## config.mk

```make
export PLATFORM = sky130hd
export DESIGN_NAME = median_window_sched
export DESIGN_NICKNAME = d
export VERILOG_FILES = /design/src/rtl/median_window_sched.sv
export SDC_FILE = /design/constraint.sdc
export NUM_CORES = 1
export LEC_CHECK = 0
export BUFFER_PORTS_ARGS = -buffer_cell sky130_fd_sc_hd__buf_2
export CAP_MARGIN = 15
export CORE_ASPECT_RATIO = 1.5
export CORE_MARGIN = 2
export CORE_UTILIZATION = 54
export DETAILED_ROUTE_END_ITERATION = 10
export GPL_TIMING_DRIVEN = 0
export MAX_ROUTING_LAYER = met4
export PLACE_DENSITY = 0.84
export SLEW_MARGIN = 20
export SYNTH_ARGS = -nofsm -noshare
export SYNTH_HDL_FRONTEND = slang
export SYNTH_SLANG_ARGS = --single-unit
```

## constraint.sdc

```tcl
create_clock -name clk -period 2.7 [get_ports clk]
set_input_delay 0.135 -clock clk [delete_from_list [all_inputs] [get_ports clk]]
set_output_delay 0.135 -clock clk [all_outputs]
set_load 0.02 [all_outputs]
```

## src/rtl/median_window_sched.sv

```systemverilog
// Streaming 3x3 median scheduler: buffers two lines, forms each interior window,
// runs the external median engine once per window and returns one result per window.
module median_window_sched #(
    parameter int IMG_W = 16,
    parameter int IMG_H = 16,
    parameter int TMO   = 64
) (
    input  logic        clk,
    input  logic        rst,
    input  logic        start_i,
    input  logic [7:0]  pix_i,
    input  logic        pix_valid_i,
    output logic        pix_ready_o,
    output logic        eng_en_o,
    output logic [71:0] eng_win_o,
    input  logic        eng_done_i,
    input  logic [7:0]  eng_res_i,
    output logic [7:0]  res_o,
    output logic        res_valid_o,
    input  logic        res_ready_i,
    output logic        busy_o,
    output logic        frame_done_o,
    output logic        err_o
);
    localparam int CW = (IMG_W > 1) ? $clog2(IMG_W) : 1;
    localparam int RW = (IMG_H > 1) ? $clog2(IMG_H) : 1;
    localparam int TW = (TMO > 1) ? $clog2(TMO) : 1;
    localparam logic [CW-1:0] COL_LAST = CW'(IMG_W - 1);
    localparam logic [RW-1:0] ROW_LAST = RW'(IMG_H - 1);
    localparam logic [CW-1:0] COL_TWO  = CW'(2);
    localparam logic [RW-1:0] ROW_TWO  = RW'(2);
    localparam logic [TW-1:0] TMO_LAST = TW'(TMO - 1);

    typedef enum logic [2:0] {S_IDLE, S_ACCEPT, S_ISSUE, S_WAIT, S_OUT} state_t;

    state_t        state_q;
    logic [CW-1:0] col_q, col_d;
    logic [RW-1:0] row_q, row_d;
    logic [TW-1:0] timer_q;
    logic [7:0]    line0_q [IMG_W];
    logic [7:0]    line1_q [IMG_W];
    logic [7:0]    win_q [9];
    logic [7:0]    res_q;
    logic          last_q, err_q, fd_q;
    logic          accept, at_last, win_full;

    assign accept   = (state_q == S_ACCEPT) && pix_valid_i;
    assign at_last  = (row_q == ROW_LAST) && (col_q == COL_LAST);
    assign win_full = (row_q >= ROW_TWO) && (col_q >= COL_TWO);

    always_comb begin
        col_d = col_q + 1'b1;
        row_d = row_q;
        if (col_q == COL_LAST) begin
            col_d = '0;
            row_d = row_q + 1'b1;
        end
    end

    // Line buffers carry no reset: their contents only matter once refilled by a frame.
    always_ff @(posedge clk) begin
        if (accept) begin
            line1_q[col_q] <= line0_q[col_q];
            line0_q[col_q] <= pix_i;
        end
    end

    always_ff @(posedge clk) begin
        if (rst) begin
            state_q <= S_IDLE;
            col_q   <= '0;
            row_q   <= '0;
            timer_q <= '0;
            res_q   <= '0;
            last_q  <= 1'b0;
            err_q   <= 1'b0;
            fd_q    <= 1'b0;
            for (int i = 0; i < 9; i++) win_q[i] <= '0;
        end else begin
            fd_q <= 1'b0;
            case (state_q)
                S_IDLE: begin
                    if (start_i) begin
                        state_q <= S_ACCEPT;
                        col_q   <= '0;
                        row_q   <= '0;
                        err_q   <= 1'b0;
                    end
                end
                S_ACCEPT: begin
                    if (pix_valid_i) begin
                        // Window slides left; the new right column is (r-2, r-1, r) at this col.
                        win_q[0] <= win_q[1];
                        win_q[1] <= win_q[2];
                        win_q[2] <= line1_q[col_q];
                        win_q[3] <= win_q[4];
                        win_q[4] <= win_q[5];
                        win_q[5] <= line0_q[col_q];
                        win_q[6] <= win_q[7];
                        win_q[7] <= win_q[8];
                        win_q[8] <= pix_i;
                        col_q    <= col_d;
                        row_q    <= row_d;
                        last_q   <= at_last;
                        if (win_full) begin
                            state_q <= S_ISSUE;
                        end else if (at_last) begin
                            state_q <= S_IDLE;
                            fd_q    <= 1'b1;
                        end
                    end
                end
                S_ISSUE: begin
                    timer_q <= '0;
                    state_q <= S_WAIT;
                end
                S_WAIT: begin
                    // A done arriving on the timeout cycle still counts as a real result.
                    if (eng_done_i) begin
                        res_q   <= eng_res_i;
                        state_q <= S_OUT;
                    end else if (timer_q == TMO_LAST) begin
                        res_q   <= 8'h00;
                        err_q   <= 1'b1;
                        state_q <= S_OUT;
                    end else begin
                        timer_q <= timer_q + 1'b1;
                    end
                end
                S_OUT: begin
                    if (res_ready_i) begin
                        if (last_q) begin
                            state_q <= S_IDLE;
                            fd_q    <= 1'b1;
                        end else begin
                            state_q <= S_ACCEPT;
                        end
                    end
                end
                default: state_q <= S_IDLE;
            endcase
        end
    end

    assign pix_ready_o  = (state_q == S_ACCEPT);
    assign busy_o       = (state_q != S_IDLE);
    assign eng_en_o     = (state_q == S_ISSUE) || (state_q == S_WAIT);
    assign res_valid_o  = (state_q == S_OUT);
    assign res_o        = res_q;
    assign frame_done_o = fd_q;
    assign err_o        = err_q;
    assign eng_win_o    = {win_q[8], win_q[7], win_q[6], win_q[5], win_q[4],
                           win_q[3], win_q[2], win_q[1], win_q[0]};

endmodule

```

==> results.md, run 1 <==
* Fin util at 0.6448
* Final Slew Violations at 0
* Top-area cell type share of the netlist area at 0.7070
* Share of cells above drive strength 1 at 0.3201
* Synth Cell Area at about 14,000 um2
* PwrDens at about 700 nW/um2
* TritonCTS clock tree: built
* Routed Antenna Nets at 0
* Initial antenna violation count at 0
* CTS H-Tree Depth at 1
* Area added between synthesis and finish at 18.41%
* Die area at 27,130 um2
* Mean Syn Cell Area at approximately 19 um2
* Via density at 5.978
* Hold WS at between 0.05 and 0.06 ns
* Endpoints failing setup at 0
* Diodes inserted at 0
* IO Port Bufs at approximately 110
* Vias in the first global route at 7,776
* Filler instances at approximately 1,700
* RSZ-0062 raised after global routing: true
* Critical path's slowest cell: nor2_2
* Top post-synthesis cells by area: edfxtp_1 (71%), mux4_2 (9.1%), dfxtp_1 (4.6%)
* CP max stage delay at about 0.63 ns
* Routability-driven placement congestion ratio at roughly 0.86
* Die W at around 140 um
* Post-route DRC at 0
* Gr ovfl total at 0
* Post-layout minimum cycle time at approximately 2.6 ns
* Syn_nets at about 760
* Async SR Flop Fraction at 0
* Primary FF master, synth: edfxtp_1
* Routed Wire Length at slightly above 30 mm
* Max-Cap Viols at 0
* Post-synth EDFFs at 328
* Cell Count Post-Placement at around 1,200
* Core area at ~26,000 um2
* Die Y at around 200 um
* Max frequency at 381.2 MHz
* Filler-free cell count of the finished design at between 1,000 and 1,500
* Count leader, synth: edfxtp_1
* #FFs+latches synth at 360
* YS warnings at 0
* Dpl hpwl at between 15 and 20 mm
* Clock-pin slew on the worst setup and hold paths at roughly 0.07 ns
* DR vias at about 7,600
* Clk_lat worst skew at approximately 0.58 ns
* Number of distinct library cells after synthesis at 55
* Worst Setup End Kind: flip-flop
* Post-Synthesis Cells at 735
* Slew HR at 0.4655
* Initial Util at 0.5446
* Most common library cells after synthesis: edfxtp_1 (328), and2_1 (56), mux4_2 (56)
* Leak Pwr at roughly 5.6 nW
* Clock Skews at about 0.026 ns
* WP data required at 2.98 ns
* FP Rows at between 70 and 80
* VDD IR max at between 0.4 and 0.5 mV
* Sink Count at 360
* Slew @ Worst Pin at between 0.8 and 0.9 ns
* Nets@finish at 938
* Bufs on Longest Clock Path at 3
* Hold Violations, Final at 0
* Crit path kind: flip-flop to flip-flop
* Worst setup margin at ~0.076 ns
* DRT Pass-1 Iters at 5
* Area leader, netlist: edfxtp_1
* CP Launch Type: flip-flop
* Crit-path max FO at 10
* TritonCTS Buffers at 31
* Initial DRC count at 885
* Reg2reg setup slack at 0.08 ns
* Worst path cell trace: buf_4 -> buf_6 -> nor3b_1 -> and2_2 -> nand2_1 -> nor2_2 -> buf_8
* Tot Pwr at roughly 12 mW
* Worst EP arrival at between 2 and 3 ns
* Largest net degree at the start of global routing at 38
* Routed WL per cell at approximately 24 um
* Pre-CTS WS at -0.1603 ns
* Gr usage total at 0.2381
* First-pass GRT wire length at roughly 46 mm
* Sequential area share after synthesis at 0.7529
* Period utilization at 0.9717
* # IOs at between 100 and 150
* Outcome: completed
* HP Class: input port to flip-flop
* Clock root buffer: clkbuf_16
==> area by class of cell <==
| class | count | area [um2] | share of cell area |
|---|---|---|---|
| inverter | 5 | 18.77 | 0.001138 |
| multi-input combinational | 334 | 3353 | 0.2033 |
| clock inverter | 23 | 260.3 | 0.01578 |
| sequential | 360 | 10490 | 0.6359 |
| buffer | 36 | 210.2 | 0.01274 |
| timing repair buffer | 141 | 957.2 | 0.05802 |
| clock buffer | 35 | 790.8 | 0.04793 |
| tap | 333 | 416.7 | 0.02526 |
==> final timing paths <==
kind                                               from                  endpoint  cells past startpoint
worst max-delay path            state_q[0]$_SDFFE_PP0P_  line0_q[13][3]$_DFFE_PP_                      7
worst min-delay path                            start_i     row_q[3]$_SDFFE_PP0P_                      3
worst max register to register  state_q[0]$_SDFFE_PP0P_  line0_q[13][3]$_DFFE_PP_                      7
worst min register to register    res_o[4]$_SDFFE_PP0P_     res_o[4]$_SDFFE_PP0P_                      1
==> stage by stage <==
step / cell area (um2) / TNS, ns
2_1_floorplan: 13980 / -14.00
3_3_place_gp: 14920 / -100.09
3_5_place_dp: 15120 / -12.99
4_1_cts: 16420 / 0
5_1_grt: 16500 / -1.355
6_report: 16500 / 0
==> critical path, delay by kind of cell (launching register included) <==
family / cells / cell delay, ns
AND/OR/NAND/NOR: 4 / 1.49
buffers and inverters: 3 / 0.56
flip-flops: 1 / 0.31
==> cells by family (layout without fill, tap and decap cells) <==
logic type	Yosys count	count (layout)	synth area share
flops	360	360	0.7529
simple gates	171	171	0.06789
mux	82	82	0.1194
compound gates	70	70	0.03458
buf+inv	41	240	0.01644
fa+ha+maj	7	7	0.006286
xor+xnor	4	4	0.002515
==> timing repair <==
item,in CTS,in global routing
pin swaps,2,3
endpoints found under the hold margin,128,0
hold buffers,18,0
gates resized for setup,7,4
endpoints found under the setup margin,144,109
setup buffers,5,3
==> registers in the layout, indices dropped and copies added (netlist names), 3 cells and up, named ones only <==
signal and flops:
win_q 72, state_q 3, timer_q 6, col_q 4, line0_q 128, line1_q 128, res_o 8, row_q 4
==> layout by cell type, fill, tap and decap left out, types with 9 or more instances in the layout <==
cell / Yosys / layout
mux2_2: 9 / 9
nor2_2: 0 / 14
clkbuf_16: 0 / 31
mux4_2: 56 / 56
a21oi_1: 18 / 18
mux2i_1: 9 / 9
nor2_1: 37 / 16
nand3_1: 10 / 10
a211oi_1: 9 / 9
dfxtp_1: 32 / 32
edfxtp_1: 328 / 328
buf_4: 5 / 9
nor3_1: 15 / 11
buf_2: 14 / 120
and2_1: 56 / 56
nand2_1: 18 / 18
dlygate4sd3_1: 0 / 18
clkbuf_1: 11 / 15
==> layer usage <==
| layer | track usage | wire (um) |
|---|---|---|
| met1 | 0.2889 | 11060 |
| met2 | 0.4010 | 16090 |
| met3 | 0.03460 | 2282 |
| met4 | 0.09933 | 1183 |
| met5 | - | 0 |
==> power by group <==
| part | internal [mW] | switching [mW] |
|---|---|---|
| Sequential | 6.23 | 0.0431 |
| Combinational | 0.230 | 0.453 |
| Clock | 2.60 | 1.99 |
| Total | 9.06 | 2.49 |
(Power assumes the default switching activity.)
==> run 2: changes to the inputs <==
Settings changed: HOLD_SLACK_MARGIN from default to 0.1.
==> results.md, run 2 (synthesis results as in run 1) <==
* Outcome: completed
* Worst EP arrival at 2.97 ns (+0.06 ns)
* FP Rows at 72 (unchanged)
* Die Y at 200.7 um (unchanged)
* Area occupied by multi-input gates at 3353 um2 (unchanged)
* Hold Violations, Final at 0 (unchanged)
* Clock root buffer: clkbuf_16
* Gr usage total at 0.2386 (+0.0005095)
* Largest registers: line0_q: 128 flops, line1_q: 128 flops, win_q: 72 flops
* Slew @ Worst Pin at 0.8023 ns (+0.0005881 ns)
* Vias in the first global route at 7,793 (+0.22%)
* Leak Pwr at 5.610 nW (+0.40%)
* Most frequent cells in the layout: edfxtp_1 (328), buf_2 (120), mux4_2 (56), and2_1 (56), dfxtp_1 (32)
* # IOs at 108 (unchanged)
* Die W at 135.2 um (unchanged)
* Nets@finish at 942 (+0.43%)
* Initial DRC count at 873 (-1.4%)
* Worst setup margin at 0.01516 ns (-0.06120 ns)
* Filler instances at 1,679 (-0.24%)
* Initial antenna violation count at 0 (unchanged)
* Dpl hpwl at 18.54 mm (unchanged)
* Hold WS at 0.1602 ns (+0.1088 ns)
* Endpoints failing setup at 0 (unchanged)
* Worst Setup End Kind: flip-flop
* Max frequency at 372.5 MHz (-2.3%)
* Largest net degree at the start of global routing at 38 (unchanged)
* Die area at 27,130 um2 (unchanged)
* DRT Pass-1 Iters at 5 (unchanged)
* Slew HR at 0.4651 (about the same)
* Worst hold path depth at 3 (unchanged)
* IO Port Bufs at 106 (unchanged)
* DR vias at 7,586 (+0.16%)
* Most common cell after layout, fill and taps aside: edfxtp_1
* Crit-path max FO at 10 (unchanged)
* Clock Skews at 0.02206 ns (-0.003989 ns)
* PwrDens at 698.4 nW/um2 (-0.25%)
* Clk_lat worst skew at 0.58 ns (about the same)
* First-pass GRT wire length at 46.40 mm (+0.19%)
* Reg2reg path depth at 7 (unchanged)
* Diodes inserted at 0 (unchanged)
* VDD IR max at 0.4601 mV (about the same)
* Register area at 10,490 um2 (unchanged)
* Fin util at 0.6464 (+0.001565)
* Post-layout minimum cycle time at 2.685 ns (+0.06120 ns)
* HP Class: input port to flip-flop
* Routed Antenna Nets at 0 (unchanged)
* Final Slew Violations at 0 (unchanged)
* CP Launch Type: flip-flop
* Via density at 5.969 (-0.16%)
* Sink Count at 360 (unchanged)
* Gr ovfl total at 0 (unchanged)
* Core area at 25,580 um2 (unchanged)
* Share of cells above drive strength 1 at 0.3188 (-0.001365)
* Clock-pin slew on the worst setup and hold paths at 0.07 ns (about the same)
* TritonCTS clock tree: built
* Pre-CTS WS at -0.1603 ns (unchanged)
* Routed Wire Length at 30.68 mm (+0.19%)
* Max-Cap Viols at 0 (unchanged)
* RSZ-0062 raised after global routing: true
* Period utilization at 0.9944 (+0.02267)
* Post-route DRC at 0 (unchanged)
* WP data required at 2.98 ns (about the same)
* Crit path kind: flip-flop to flip-flop
* Initial Util at 0.5446 (unchanged)
* Routability-driven placement congestion ratio at 0.8554 (unchanged)
* Area added between synthesis and finish at 18.70%
* Bufs on Longest Clock Path at 3 (unchanged)
* Routed WL per cell at 24.14 um (-0.12%)
* CTS H-Tree Depth at 1 (unchanged)
* TritonCTS Buffers at 31 (unchanged)
-- run 2: stage by stage --
step / cells / setup TNS, ns / area (um2) / total power, mW
CTS: 1268 / 0 / 16460 / 11.59
global route: 1271 / -1.355 / 16540 / 11.88
detailed placement: 1183 / -12.99 / 15120 / 7.041
finish: 1271 / 0 / 16540 / 11.55
global placement: 1174 / -100.09 / 14920 / 7.009
floorplan: 735 / -14.00 / 13980 / 6.791
-- run 2: layout make-up --
cell class	count	area share
Inverter	5	0.001135
Tap cell	333	0.02519
Multi-Input combinational cell	334	0.2028
Timing Repair Buffer	145	0.06030
Clock inverter	23	0.01574
Sequential cell	360	0.6343
Clock buffer	35	0.04782
Buffer	36	0.01271
-- run 2: repair_timing --
| action | in CTS | in global routing |
|---|---|---|
| resized for setup | 7 | 4 |
| hold endpoints to repair | 156 | 0 |
| setup endpoints to repair | 144 | 109 |
| setup buffers | 5 | 3 |
| hold buffers | 22 | 0 |
| pin swaps | 2 | 3 |
| cloned | 0 | 0 |
-- run 2: critical path, stage by stage, from the launching register on --
cell	delay (ns)
dfxtp_1	0.31
buf_4	0.16
buf_6	0.16
nor3b_1	0.42
and2_2	0.28
nand2_1	0.19
nor2_2	0.64
buf_8	0.24
-- run 2: worst paths after layout --
kind	slack, ns	end	start
setup / recovery	0.02	line0_q[13][3]$_DFFE_PP_	state_q[0]$_SDFFE_PP0P_
hold / removal	0.16	timer_q[2]$_SDFFE_PP0P_	rst
setup reg to reg	0.02	line0_q[13][3]$_DFFE_PP_	state_q[0]$_SDFFE_PP0P_
hold reg to reg	0.48	res_o[4]$_SDFFE_PP0P_	res_o[4]$_SDFFE_PP0P_
-- run 2: layer usage --
metal	track usage	share of wire	vias up
met3	0.03510	0.076	92
met2	0.4016	0.52	425
li1	-	-	3291
met1	0.2889	0.36	3778
met4	0.1008	0.042	0
met5	-	0	-
-- run 2: report_power, final --
part | internal [mW] | switching [mW] | total (mW)
clock network | 2.60 | 1.99 | 4.59
logic | 0.232 | 0.453 | 0.684
registers | 6.23 | 0.0431 | 6.28
total | 9.06 | 2.48 | 11.5
==> run 3: changes to the inputs <==
Settings changed: CORE_ASPECT_RATIO 1.5 to 0.7.
==> results.md, run 3 (synthesis results as in run 1) <==
* Outcome: finished, violations left
* Violations in the final reports: negative setup slack
* Max frequency at 369.0 MHz (-0.92%)
* WP depth at 7 (unchanged)
* Reg power frac at 0.536 (-0.007)
* GR Util met3 at 0.03903 (+0.003933)
* RSZ-0062 raised after global routing: true
* Routed WL per cell at 24.61 um (+2.0%)
* Bufs on Longest Clock Path at 3 (unchanged)
* Gr ovfl total at 0 (unchanged)
* Area occupied by multi-input gates at 3363 um2 (+0.30%)
* Largest registers: line0_q: 128 flops, line1_q: 128 flops, win_q: 72 flops
* HP Class: input port to flip-flop
* Area added between synthesis and finish at 18.91%
* Net Sw Frac at 0.2169 (+0.001800)
* Clock network fraction of total power at 0.405 (+0.008)
* Worst EP arrival at 2.92 ns (-0.05 ns)
* CP bufs+invs at 3 (unchanged)
* TritonCTS Buffers at 35 (+13%)
* Vias in the first global route at 7,768 (-0.32%)
* Share of cells above drive strength 1 at 0.3152 (-0.003592)
* DR vias at 7,622 (+0.47%)
* FP Rows at 49 (-32%)
* Worst hold path depth at 4 (+1)
* Final Slew Violations at 0 (unchanged)
* Worst path cell trace: buf_4 -> buf_6 -> nor3b_1 -> and2_2 -> nand2_1 -> nor2_2 -> buf_8
* Area after DPL at 15,130 um2 (about the same)
* Die W at 196.0 um (+45%)
* Worst setup margin at -0.009857 ns (-0.02502 ns)
* Nets@finish at 940 (-0.21%)
* Period utilization at 1.004 (+0.009267)
* CTS H-Tree Depth at 2 (+1)
* DRT Pass-1 Iters at 5 (unchanged)
* Die Y at 138.4 um (-31%)
* CP delay by family, top: simple AND/OR/NAND/NOR gates
* P_int at 9.176 mW (+1.2%)
* Leak Pwr at 5.616 nW (+0.11%)
* PwrDens at 707.3 nW/um2 (+1.3%)
* Initial antenna violation count at 0 (unchanged)
* VDD IR max at 0.5220 mV (+13%)
* Hold WS at 0.1593 ns (-0.0009240 ns)
* CP Launch Type: flip-flop
* # IOs at 108 (unchanged)
* Worst Setup End Kind: flip-flop
* Sink Count at 360 (unchanged)
* Clock-pin slew on the worst setup and hold paths at 0.06 ns (about the same)
* Combinational power share at 0.059 (about the same)
* Crit-path max FO at 10 (unchanged)
* Design Area, Final at 16,570 um2 (+0.18%)
* Most frequent cells in the layout: edfxtp_1 (328), buf_2 (121), mux4_2 (56), and2_1 (56), clkbuf_16 (36)
* Crit path kind: flip-flop to flip-flop
* Gr usage total at 0.2404 (+0.001831)
* GR Util met2 at 0.3971 (-0.004481)
* Clock Skews at 0.02819 ns (+0.006125 ns)
* Routed Antenna Nets at 0 (unchanged)
* Dpl hpwl at 18.86 mm (+1.7%)
* Initial DRC count at 795 (-8.9%)
* GRT busiest layer: met2
* Initial Util at 0.5463 (+0.001710)
* Filler instances at 1,590 (-5.3%)
* Most common cell after layout, fill and taps aside: edfxtp_1
* Die area at 27,120 um2 (about the same)
* Via density at 6.016 (+0.79%)
* Endpoints failing setup at 4 (+4)
* NetSw at 2.541 mW (+2.3%)
* CP max stage delay at 0.53 ns (-0.11 ns)
* Critical path's slowest cell: nor2_2
* Reg2reg path depth at 7 (unchanged)
* Core area at 25,500 um2 (-0.31%)
* Largest net degree at the start of global routing at 44 (+16%)
* Max-Cap Viols at 0 (unchanged)
* Clk_lat worst skew at 0.52 ns (-0.06 ns)
* Met1 Use GR at 0.3097 (+0.02079)
* Post-route DRC at 0 (unchanged)
* First-pass GRT wire length at 46.84 mm (+0.94%)
* Routability-driven placement congestion ratio at 0.8403 (-1.8%)
* Post-layout minimum cycle time at 2.710 ns (+0.02502 ns)
* Slew @ Worst Pin at 0.7799 ns (-0.02247 ns)
* Register area at 10,490 um2 (unchanged)
* IO Port Bufs at 106 (unchanged)
* Diodes inserted at 0 (unchanged)
* Hold Violations, Final at 0 (unchanged)
* Slew HR at 0.4795 (+0.01442)
* Routed Wire Length at 31.19 mm (+1.7%)
* TritonCTS clock tree: built
* WP data required at 2.91 ns (-0.07 ns)
* Clock root buffer: clkbuf_16
run 3: per-layer routing:
layer | vias up | share of wire
li1 | 3289 | -
met1 | 3861 | 0.39
met2 | 407 | 0.51
met3 | 65 | 0.078
met4 | 0 | 0.026
met5 | - | 0
run 3: worst paths after layout:
kind | to | startpoint | slack [ns]
hold reg to reg | frame_done_o$_SDFF_PP0_ | last_q$_SDFFE_PP0P_ | 0.47
setup reg to reg | line1_q[9][4]$_DFFE_PP_ | state_q[0]$_SDFFE_PP0P_ | -0.01
hold / removal | last_q$_SDFFE_PP0P_ | pix_valid_i | 0.16
setup / recovery | line1_q[9][4]$_DFFE_PP_ | state_q[0]$_SDFFE_PP0P_ | -0.01
run 3: through the flow:
| stage | instances | setup WS (ns) | total power [mW] | setup TNS, ns | utilization |
|---|---|---|---|---|---|
| after floorplan | 735 | -0.09410 | 6.791 | -14.00 | - |
| after global placement | 1172 | -0.6780 | 7.012 | -93.48 | 0.5850 |
| after detailed placement | 1182 | -0.1907 | 7.047 | -12.70 | 0.5932 |
| after CTS | 1264 | 0.02331 | 11.73 | 0 | 0.6452 |
| after global routing | 1267 | -0.1464 | 12.01 | -3.010 | 0.6496 |
| final | 1267 | -0.009857 | 11.72 | -0.03159 | 0.6496 |
run 3: area by class of cell:
cell class,instances,share of cell area
buffer,35,0.01254
inverter,5,0.001133
timing repair buffer,140,0.05868
clock buffer,47,0.05808
sequential,360,0.6332
tap,331,0.02500
clock inverter,15,0.008383
multi-input combinational,334,0.2030
run 3: timing repair:
action	in CTS	in global routing
endpoints found under the hold margin	143	0
setup endpoints to repair	144	190
pin swaps	1	4
cloned	0	0
buffers inserted	1	4
gates resized for setup	6	9
hold buffers	19	0
run 3: power by group through the flow:
stage / clock network [mW] / registers, mW / logic (mW)
2_1_floorplan: 0 / 6.50 / 0.295
3_3_place_gp: 0 / 6.40 / 0.616
3_5_place_dp: 0 / 6.40 / 0.650
4_1_cts: 4.77 / 6.28 / 0.683
5_1_grt: 4.98 / 6.29 / 0.745
6_report: 4.74 / 6.28 / 0.694
run 3: worst min-delay path: cells and delay by family:
family | cells | cell delay (ns)
simple gates | 2 | 0.23
buf+inv | 1 | 0.14
compound gates | 1 | 0.13
